### config.mk
export PLATFORM = sky130hd
export DESIGN_NAME = exact_match_nway
export DESIGN_NICKNAME = d
export VERILOG_FILES = /design/src/rtl/match_pkg.sv /design/src/rtl/exact_match_nway_hash.sv /design/src/rtl/exact_match_nway.sv
export SDC_FILE = /design/constraint.sdc
export NUM_CORES = 1
export LEC_CHECK = 0
export CORE_ASPECT_RATIO = 1.5
export CORE_MARGIN = 5
export CORE_UTILIZATION = 58
export CTS_CLUSTER_SIZE = 16
export DETAILED_ROUTE_END_ITERATION = 10
export PLACE_DENSITY = 0.82
export SLEW_MARGIN = 25
export SYNTH_ARGS = -nofsm -noshare
export SYNTH_HDL_FRONTEND = slang
export SYNTH_HIERARCHICAL = 1
export SYNTH_SLANG_ARGS = --single-unit
### constraint.sdc
create_clock -name clk -period 7.2 [get_ports clk]
set_input_delay 1.08 -clock clk [delete_from_list [all_inputs] [get_ports clk]]
set_output_delay 1.08 -clock clk [all_outputs]
set_load 0.01 [all_outputs]
### src/rtl/match_pkg.sv
// match_pkg: shared types, geometry helpers and saturating increment for the exact-match engine
package match_pkg;
  typedef enum logic [2:0] {S_IDLE, S_HASH, S_KEY, S_VAL, S_WB} state_e;
  function automatic int unsigned kw_of(input int unsigned key_bytes);
    return key_bytes / 4;
  endfunction
  function automatic int unsigned vw_of(input int unsigned val_bytes);
    return val_bytes / 4;
  endfunction
  function automatic int unsigned ew_of(input int unsigned key_bytes, input int unsigned val_bytes);
    return (key_bytes + val_bytes) / 4;
  endfunction
  function automatic logic [31:0] sat_inc32(input logic [31:0] v);
    return (v == 32'hffff_ffff) ? v : v + 32'd1;
  endfunction
endpackage

### src/rtl/exact_match_nway_hash.sv
// exact_match_nway_hash: byte-serial FNV-1a hash of a 64-bit key, MSB byte first
module exact_match_nway_hash (
  input  logic        clk,
  input  logic        rst,
  input  logic        start_i,
  input  logic [63:0] key_i,
  output logic        ready_o,
  output logic [31:0] hash_o
);
  logic [31:0] h_q, h_d;
  logic [63:0] k_q, k_d;
  logic [3:0]  n_q, n_d;
  logic        rdy_q, rdy_d;
  // fold one key byte per cycle; ready pulses after the eighth byte
  always_comb begin
    h_d   = start_i ? 32'h811c_9dc5 : (n_q != 4'd0) ? (h_q ^ {24'd0, k_q[63:56]}) * 32'h0100_0193 : h_q;
    k_d   = start_i ? key_i : (n_q != 4'd0) ? {k_q[55:0], 8'd0} : k_q;
    n_d   = start_i ? 4'd8 : (n_q != 4'd0) ? n_q - 4'd1 : n_q;
    rdy_d = !start_i && n_q == 4'd1;
  end
  // hash state registers
  always_ff @(posedge clk or negedge rst) begin
    if (!rst) begin
      h_q   <= '0;
      k_q   <= '0;
      n_q   <= '0;
      rdy_q <= 1'b0;
    end else begin
      h_q   <= h_d;
      k_q   <= k_d;
      n_q   <= n_d;
      rdy_q <= rdy_d;
    end
  end
  assign ready_o = rdy_q;
  assign hash_o  = h_q;
endmodule

### src/rtl/exact_match_nway.sv
// exact_match_nway: hashed N-way bucket probe with first-match value return and counter RMW
module exact_match_nway
  import match_pkg::*;
#(
  parameter int unsigned KEY_BYTES = 8,
  parameter int unsigned VAL_BYTES = 16,
  parameter int unsigned WAYS      = 4,
  parameter int unsigned IDX_MAX   = 16
) (
  input  logic                   clk,
  input  logic                   rst,
  input  logic                   start_i,
  input  logic [8*KEY_BYTES-1:0] key_i,
  input  logic                   cfg_we_i,
  input  logic [31:0]            cfg_base_i,
  input  logic [4:0]             cfg_idx_bits_i,
  input  logic                   cfg_counter_i,
  output logic                   cfg_err_o,
  output logic                   mem_ce_o,
  output logic                   mem_we_o,
  output logic [31:0]            mem_addr_o,
  output logic [31:0]            mem_data_o,
  input  logic [31:0]            mem_data_i,
  input  logic                   mem_ready_i,
  output logic                   busy_o,
  output logic                   ready_o,
  output logic                   hit_o,
  output logic [2:0]             way_o,
  output logic [8*VAL_BYTES-1:0] val_o
);
  localparam int unsigned KW       = kw_of(KEY_BYTES);
  localparam int unsigned VW       = vw_of(VAL_BYTES);
  localparam int unsigned EW       = ew_of(KEY_BYTES, VAL_BYTES);
  localparam int unsigned KB       = 8 * KEY_BYTES;
  localparam int unsigned VB       = 8 * VAL_BYTES;
  localparam logic [31:0] ENTRY_B  = 32'(EW * 4);
  localparam logic [31:0] BUCKET_B = 32'(WAYS * EW * 4);
  localparam logic [31:0] KEY_B    = 32'(KW * 4);
  localparam logic [31:0] KSH      = 32'(KB - 32);

  state_e          state_q, state_d;
  logic [KB-1:0]   key_q, key_d;
  logic [31:0]     base_q, base_d;
  logic [4:0]      idx_q, idx_d;
  logic            cnt_q, cnt_d;
  logic [31:0]     entry_q, entry_d;
  logic [7:0]      word_q, word_d;
  logic [2:0]      pw_q, pw_d;
  logic            ce_q, ce_d, we_q, we_d;
  logic [31:0]     addr_q, addr_d, data_q, data_d;
  logic            ready_q, ready_d, hit_q, hit_d, err_q, err_d;
  logic [2:0]      way_q, way_d;
  logic [VB-1:0]   val_q, val_d;
  logic            hash_start, hash_ready;
  logic [31:0]     hash_val, bucket, key_word;
  logic [4:0]      idx_c;
  logic [VB-1:0]   val_ins;
  logic            key_match, last_kw, last_vw, last_way;

  assign hash_start = state_q == S_IDLE && start_i && !cfg_we_i;

  exact_match_nway_hash u_hash (
    .clk     (clk),
    .rst     (rst),
    .start_i (hash_start),
    .key_i   (64'(key_i)),
    .ready_o (hash_ready),
    .hash_o  (hash_val)
  );

  assign idx_c     = (idx_q > 5'(IDX_MAX)) ? 5'(IDX_MAX) : idx_q;
  assign bucket    = base_q + (hash_val & ((32'd1 << idx_c) - 32'd1)) * BUCKET_B;
  assign key_word  = 32'(key_q >> (KSH - 32'({word_q, 5'd0})));
  assign key_match = mem_data_i == key_word;
  assign val_ins   = (VB'(mem_data_i) << (VB - 32)) >> {word_q, 5'd0};
  assign last_kw   = word_q == 8'(KW - 1);
  assign last_vw   = word_q == 8'(VW - 1);
  assign last_way  = pw_q == 3'(WAYS - 1);

  // next-state: walk key words per way, then value words, then the optional counter write
  always_comb begin
    state_d = state_q;
    case (state_q)
      S_IDLE: state_d = hash_start ? S_HASH : S_IDLE;
      S_HASH: state_d = hash_ready ? S_KEY : S_HASH;
      S_KEY:  if (mem_ready_i) state_d = key_match ? (last_kw ? S_VAL : S_KEY) : (last_way ? S_IDLE : S_KEY);
      S_VAL:  if (mem_ready_i && last_vw) state_d = cnt_q ? S_WB : S_IDLE;
      S_WB:   state_d = mem_ready_i ? S_IDLE : S_WB;
      default: state_d = S_IDLE;
    endcase
  end

  // datapath and registered outputs; memory address only advances on a completed handshake
  always_comb begin
    key_d   = key_q;
    base_d  = base_q;
    idx_d   = idx_q;
    cnt_d   = cnt_q;
    entry_d = entry_q;
    word_d  = word_q;
    pw_d    = pw_q;
    ce_d    = ce_q;
    we_d    = we_q;
    addr_d  = addr_q;
    data_d  = data_q;
    hit_d   = hit_q;
    way_d   = way_q;
    val_d   = val_q;
    ready_d = 1'b0;
    err_d   = cfg_we_i && state_q != S_IDLE;
    case (state_q)
      S_IDLE: begin
        if (cfg_we_i) begin
          base_d = cfg_base_i;
          idx_d  = cfg_idx_bits_i;
          cnt_d  = cfg_counter_i;
        end else if (start_i) begin
          key_d = key_i;
          hit_d = 1'b0;
          way_d = 3'd0;
          val_d = '0;
        end
      end
      S_HASH: if (hash_ready) begin
        entry_d = bucket;
        addr_d  = bucket;
        ce_d    = 1'b1;
        we_d    = 1'b0;
        word_d  = 8'd0;
        pw_d    = 3'd0;
      end
      S_KEY: if (mem_ready_i) begin
        if (!key_match && last_way) begin
          ce_d    = 1'b0;
          ready_d = 1'b1;
        end else if (!key_match) begin
          pw_d    = pw_q + 3'd1;
          entry_d = entry_q + ENTRY_B;
          addr_d  = entry_q + ENTRY_B;
          word_d  = 8'd0;
        end else begin
          addr_d = addr_q + 32'd4;
          word_d = last_kw ? 8'd0 : word_q + 8'd1;
          way_d  = last_kw ? pw_q : way_q;
        end
      end
      S_VAL: if (mem_ready_i) begin
        val_d  = val_q | val_ins;
        addr_d = addr_q + 32'd4;
        word_d = word_q + 8'd1;
        if (last_vw && cnt_q) begin
          we_d   = 1'b1;
          addr_d = entry_q + KEY_B;
          data_d = sat_inc32(val_d[VB-1 -: 32]);
        end else if (last_vw) begin
          ce_d    = 1'b0;
          ready_d = 1'b1;
          hit_d   = 1'b1;
        end
      end
      S_WB: if (mem_ready_i) begin
        ce_d    = 1'b0;
        we_d    = 1'b0;
        ready_d = 1'b1;
        hit_d   = 1'b1;
      end
      default: ;
    endcase
  end

  // all state, config and output registers
  always_ff @(posedge clk or negedge rst) begin
    if (!rst) begin
      state_q <= S_IDLE;
      key_q   <= '0;
      base_q  <= '0;
      idx_q   <= '0;
      cnt_q   <= 1'b0;
      entry_q <= '0;
      word_q  <= '0;
      pw_q    <= '0;
      ce_q    <= 1'b0;
      we_q    <= 1'b0;
      addr_q  <= '0;
      data_q  <= '0;
      ready_q <= 1'b0;
      hit_q   <= 1'b0;
      err_q   <= 1'b0;
      way_q   <= '0;
      val_q   <= '0;
    end else begin
      state_q <= state_d;
      key_q   <= key_d;
      base_q  <= base_d;
      idx_q   <= idx_d;
      cnt_q   <= cnt_d;
      entry_q <= entry_d;
      word_q  <= word_d;
      pw_q    <= pw_d;
      ce_q    <= ce_d;
      we_q    <= we_d;
      addr_q  <= addr_d;
      data_q  <= data_d;
      ready_q <= ready_d;
      hit_q   <= hit_d;
      err_q   <= err_d;
      way_q   <= way_d;
      val_q   <= val_d;
    end
  end

  assign cfg_err_o  = err_q;
  assign mem_ce_o   = ce_q;
  assign mem_we_o   = we_q;
  assign mem_addr_o = addr_q;
  assign mem_data_o = data_q;
  assign busy_o     = state_q != S_IDLE;
  assign ready_o    = ready_q;
  assign hit_o      = hit_q;
  assign way_o      = way_q;
  assign val_o      = val_q;
endmodule
# After elaboration in Yosys (flattened, before gate mapping)
# Index checks and enable logic that the tools add are counted.
[classes]
n_shift = 3
n_reduce_logical = 32
n_bitwise = 4
n_eq_ne = 25
addsub = 10
mux = 78
n_lt_le_gt_ge = 1
mul = 2
[op_table]
columns = ["cell", "n"]
rows = [
  ["128-bit two-way mux", 3],
  ["32-bit two-way mux", 12],
  ["128-bit case mux with 2 select lines", 1],
  ["64-bit two-way mux", 2],
  ["128-bit bitwise OR", 1],
  ["128-bit by 13-bit >> shifter with 128-bit output", 1],
  ["32-bit case mux with 3 select lines", 1],
  ["32-bit case mux with 2 select lines", 1],
  ["64-bit by 32-bit >> shifter with 32-bit output", 1],
  ["8-bit two-way mux", 6],
  ["3-bit two-way mux", 14],
  ["32-bit by 1-bit adder with 32-bit output (second input constant)", 1],
  ["32-bit by 3-bit adder with 32-bit output (second input constant)", 1],
  ["32-bit adder", 1],
  ["32-bit by 4-bit adder with 32-bit output (second input constant)", 1],
  ["32-bit by 5-bit adder with 32-bit output (second input constant)", 1],
  ["32-bit AND", 1],
  ["32-bit equality test", 1],
  ["32-bit equality test (second input constant)", 1],
  ["32-bit by 2-bit multiplier with 27-bit output (second input constant)", 1],
  ["32-bit by 25-bit multiplier with 32-bit output (second input constant)", 1],
  ["1-bit by 5-bit << shifter with 32-bit output (first input constant)", 1],
  ["32-bit by 1-bit subtractor with 32-bit output (second input constant)", 1],
  ["32-bit by 8-bit XOR with 32-bit output", 1],
  ["35 further kinds", 99],
]
[totals]
output_inout_bits = 201
register_bits = 449
wordCells = 176

# Longest topological paths before layout
[depth]
word_depth = 9
ltp_mapped = 30
depth_no_buf = 28

# Hierarchy
# Netlist, hierarchy kept.
[by_module_without_submodules]
columns = ["mod", "area_each_um2", "seq_area_each_um2", "n_inst", "cells_each"]
rows = [
  ["exact_match_nway", 20462.1, 8708.4, 1, 2386],
  ["exact_match_nway_hash", 9962.1, 2527.4, 1, 1032],
]

# Worst setup path after synthesis
# OpenSTA, ideal clock, no wires.
[synth_timing]
kind = "reg2reg"
startpoint = "register idx_q[3]"
endpoint = "register addr_q[30], in the netlist mem_addr_o[30]"
path_slack_ns = 1.164
required_ns = 7.117
path_stages_with_launch = 27
t_arrival_ns = 5.953
setup_time_ns = 0.083
cell_sequence = "dfrtp_1 or2_2 clkbuf_1 or3_1 ha_1 clkbuf_1 o31ai_1 nand2_1 a21boi_0 ha_1 nor3_1 nor2_1 a31oi_1 o21bai_1 a21o_1 xnor2_1 ha_1 nand4_1 or3_1 o21bai_1 o31ai_1 o311a_1 o41a_1 o21a_1 xor2_1 mux2_2 o21ai_0"
[synth_via]
elab_chain_cells = 9
[synth_rtl]
columns = ["item", "line_no", "source"]
rows = [
  ["from (decl)", "exact_match_nway.sv:44", "logic [4:0] idx_q, idx_d;"],
  ["from (signal assigned)", "exact_match_nway.sv:195", "idx_q <= idx_d;"],
  ["5-bit > comparator", "exact_match_nway.sv:71", "assign idx_c = (idx_q > 5'(IDX_MAX)) ? 5'(IDX_MAX) : idx_q;"],
  ["5-bit two-way mux *", "exact_match_nway.sv:71", ""],
  ["1-bit by 5-bit << shifter with 32-bit output *", "exact_match_nway.sv:72", "assign bucket = base_q + (hash_val & ((32'd1 << idx_c) - 32'd1)) * BUCKET_B;"],
  ["32-bit by 1-bit subtractor with 32-bit output *", "exact_match_nway.sv:72", ""],
  ["32-bit AND *", "exact_match_nway.sv:72", ""],
  ["32-bit by 2-bit multiplier with 27-bit output *", "exact_match_nway.sv:72", ""],
  ["32-bit adder *", "exact_match_nway.sv:72", ""],
  ["32-bit two-way mux *", "exact_match_nway.sv:124", "S_HASH: if (hash_ready) begin"],
  ["32-bit case mux with 3 select lines *", "exact_match_nway.sv:111", "case (state_q)"],
  ["to (signal assigned)", "exact_match_nway.sv:202", "addr_q <= addr_d;"],
  ["to (decl)", "exact_match_nway.sv:50", "logic [31:0] addr_q, addr_d, data_q, data_d;"],
]
# Every way passes the cells marked *; elsewhere a longest branch is shown, timed or not. The select of a mux whose other input is x is not followed.
# A chain may end at the register's enable or synchronous reset.

# Worst setup path in the final report
[layout_timing]
startpoint = "register idx_q[4]"
endpoint = "register addr_q[30], in the netlist mem_addr_o[30]"
# Same word-level chain as after synthesis.

==> results summary <==
The floorplan row count is 100. Once the clock tree was built, the setup fixing pass inserted 0 buffers. The I/O pin total came out at 340. The number of filler cells placed in the layout is 3877. The via count of the first global-routing pass came out at 27100. The routed design has 102000 um of wire. The critical path goes through or2_2 > or3_1 > ha_2 > xor2_1 > nand2b_1 > inv_1 > ha_1 > a211oi_1 > o21ai_0 > a31oi_1 > o21bai_1 > a21o_1 > xnor2_1 > ha_1 > nand4_1 > or3_1 > o21bai_1 > o31ai_1 > o311a_1 > o41a_1 > o21a_1 > xor2_1 > mux2_2 > o21ai_0.

For this block, the via count after detailed routing is 26600. The min-delay analysis places its worst path in the category input port to asynchronous set/reset pin. The all-layer global routing usage came out at 36.6%.

The overall die width is 193 um. The delay of the slowest critical-path stage came out at 0.53 ns. The clock tree skew after final layout came out at 0.0340 ns.

The average size of a mapped cell came out at 8.88 sq um. The global placement routability congestion came out at 0.998. The initial antenna violation count is 3.

The layout cell share with drive strength beyond 1 is 5.73%. The core outline area came out at 49700 sq um. The die area is 54900 sq um. The count of nets after finishing is 3934. The residual antenna-violating net count after detailed routing is 0. For the final routed database, the setup TNS stands at 0 ns. The area of the mapped netlist is 29100 sq um. The clock-pin transition on the worst setup and hold timing paths came out at 0.07 ns. For the worst setup path, the data arrival time is 7.21 ns. For this run, the top clock speed supported by timing is 0.150 GHz. The number of buffer and inverter instances along the worst setup path is 1. The final-report setup violation count came out at 0. Entering global routing, the biggest net connects 204 pins. The mean number of vias per cell came out at 6.29. Including well taps, the total number of placed cells is 4143.

The post-synthesis cell count came out at 3280. The DRC violation count after routing came out at 0. The die height is 284 um. The count of placed standard cells in the final layout, fillers left out came out at 4228.

STA classifies the critical path startpoint as a flop. The later-pin clock latency in the skew report came out at 0.62 ns. The cell family contributing the most delay on the critical path is compound AO/OA/AOI/OAI gates. CTS placed an instance of sky130_fd_sc_hd__clkbuf_16 at the clock tree root.

After clock tree synthesis, the repair step resized 0 gates. The setup path with the least slack is of type flop to flop. The number of DRC markers after the initial detailed-route iteration is 2102. The final critical path time including I/O delays and setup came out at 6.67 ns. The worst slew slack as a fraction of its limit is 31.0%. The actual slew at the worst max-slew pin is 1.03 ns. The final count of pins violating max slew came to 0. For the worst setup path, the data required time is 7.74 ns. The TritonCTS clock tree is yes. The number of warnings printed during yosys synthesis is 6.

For this design, the CTS-stage hold fixing added 0 buffers. The area added between synthesis and finish came out at 18.8%. Dividing the detail-routed wire length by the instance count gives 24.1 um. On the critical path, the stage with the largest delay is an instance of sky130_fd_sc_hd__dfrtp_1. Along the worst path, the maximum fanout reaches 15. The first global-routing pass estimated 156000 um of wire. The number of sinks driven by the clock tree came out at 444. The CTS buffer count came out at 45. The run finished with clean final reports. The part of the cycle the worst path needs is 92.7%.

The leftover overflow at the end of global routing came out at 0. The count of endpoints failing hold in the final timing report is 0. Input and output buffers added on the ports amount to 339. The maximum buffer depth of the clock tree came out at 3.

The number of maximum-capacitance violations came out at 0. Setup repair after global routing left no endpoint under its margin. The final HPWL from detailed placement is 75100 um.

Once the floorplan was initialized, standard cells occupied 58.6% of the core. The number of iterations in the first detailed-routing pass came out at 5. The worst setup path is captured at a flop. The CTS H-tree depth is 2.
[final cells by class]
type	instances	area (sq um)	share of cell area [%]
multi-input cells	2484	16700	48.2
flip-flops and latches	444	11100	32.1
repair buffers	380	3740	10.8
clock buffers	58	1270	3.66
well taps	663	830	2.40
inverters	172	653	1.89
clock inverters	25	332	0.958
diodes	2	5.00	0.0145
[worst paths after layout]
check	from	endpoint	slack, ns	cells after the start
max in group asynchronous	rst	word_q[0]$_DFFE_PN0P_	5.33	2
min in group clk	mem_data_o[11]$_DFFE_PN0P_	mem_data_o[11]$_DFFE_PN0P_	0.48	2
worst min-delay path	rst	mem_addr_o[15]$_DFFE_PN0P_	0.48	1
worst max-delay path	idx_q[4]$_DFFE_PN0P_	mem_addr_o[30]$_DFFE_PN0P_	0.53	24
worst max register to register	idx_q[4]$_DFFE_PN0P_	mem_addr_o[30]$_DFFE_PN0P_	0.53	24
worst min register to register	mem_data_o[11]$_DFFE_PN0P_	mem_data_o[11]$_DFFE_PN0P_	0.48	2
[through the flow]
step,hold WS (ns),util [%],setup slack (ns),area [sq um]
floorplan,0.440,-,1.16,29200
global placement,0.457,66.4,0.716,33000
detailed placement,0.467,66.4,0.504,33000
CTS,0.482,69.6,0.487,34600
global route,0.503,69.7,0.0153,34600
finish,0.479,69.7,0.527,34600
[registers in the layout, indices dropped and copies added (netlist names)]
signal	count
val_o	128
key_q	64
u_hash/k_q	64
base_q	32
entry_q	32
mem_addr_o	32
mem_data_o	32
u_hash/hash_o	27
word_q	8
idx_q	5
u_hash/n_q	4
pw_q	3
state_q	3
way_o	3
cfg_err_o	1
cnt_q	1
hit_o	1
mem_ce_o	1
mem_we_o	1
ready_o	1
u_hash/ready_o	1
[layout by cell type, fill, tap and decap left out, types with 25 or more instances in the layout]
| cell | count |
|---|---|
| sky130_fd_sc_hd__nor3_1 | 76 |
| sky130_fd_sc_hd__clkdlybuf4s50_1 | 338 |
| sky130_fd_sc_hd__buf_4 | 37 |
| sky130_fd_sc_hd__a21oi_1 | 225 |
| sky130_fd_sc_hd__nand4_1 | 29 |
| sky130_fd_sc_hd__nand2_1 | 500 |
| sky130_fd_sc_hd__nor2b_1 | 43 |
| sky130_fd_sc_hd__nor2_1 | 287 |
| sky130_fd_sc_hd__dfrtp_1 | 443 |
| sky130_fd_sc_hd__fa_1 | 60 |
| sky130_fd_sc_hd__a21o_1 | 29 |
| sky130_fd_sc_hd__a41oi_1 | 26 |
| sky130_fd_sc_hd__xor2_1 | 66 |
| sky130_fd_sc_hd__xnor2_1 | 89 |
| sky130_fd_sc_hd__ha_1 | 207 |
| sky130_fd_sc_hd__inv_1 | 170 |
| sky130_fd_sc_hd__o21ai_0 | 215 |
| sky130_fd_sc_hd__mux2_2 | 44 |
| sky130_fd_sc_hd__and3_1 | 25 |
| sky130_fd_sc_hd__mux2i_1 | 82 |
| sky130_fd_sc_hd__clkbuf_16 | 46 |
| sky130_fd_sc_hd__nand3_1 | 49 |
| sky130_fd_sc_hd__nand2b_1 | 34 |
[per-layer routing]
layer  wire [um]  vias up  track usage [%]
met5          12        -                0
li1            -    11900                -
met3        8380      432             9.22
met1       34800    13000             40.0
met2       49300     1284             60.7
met4        9320        2             26.8
Power is left out: the tool's default activity adds up to more than one toggle a clock period on the data nets, which glitch-free logic cannot reach.
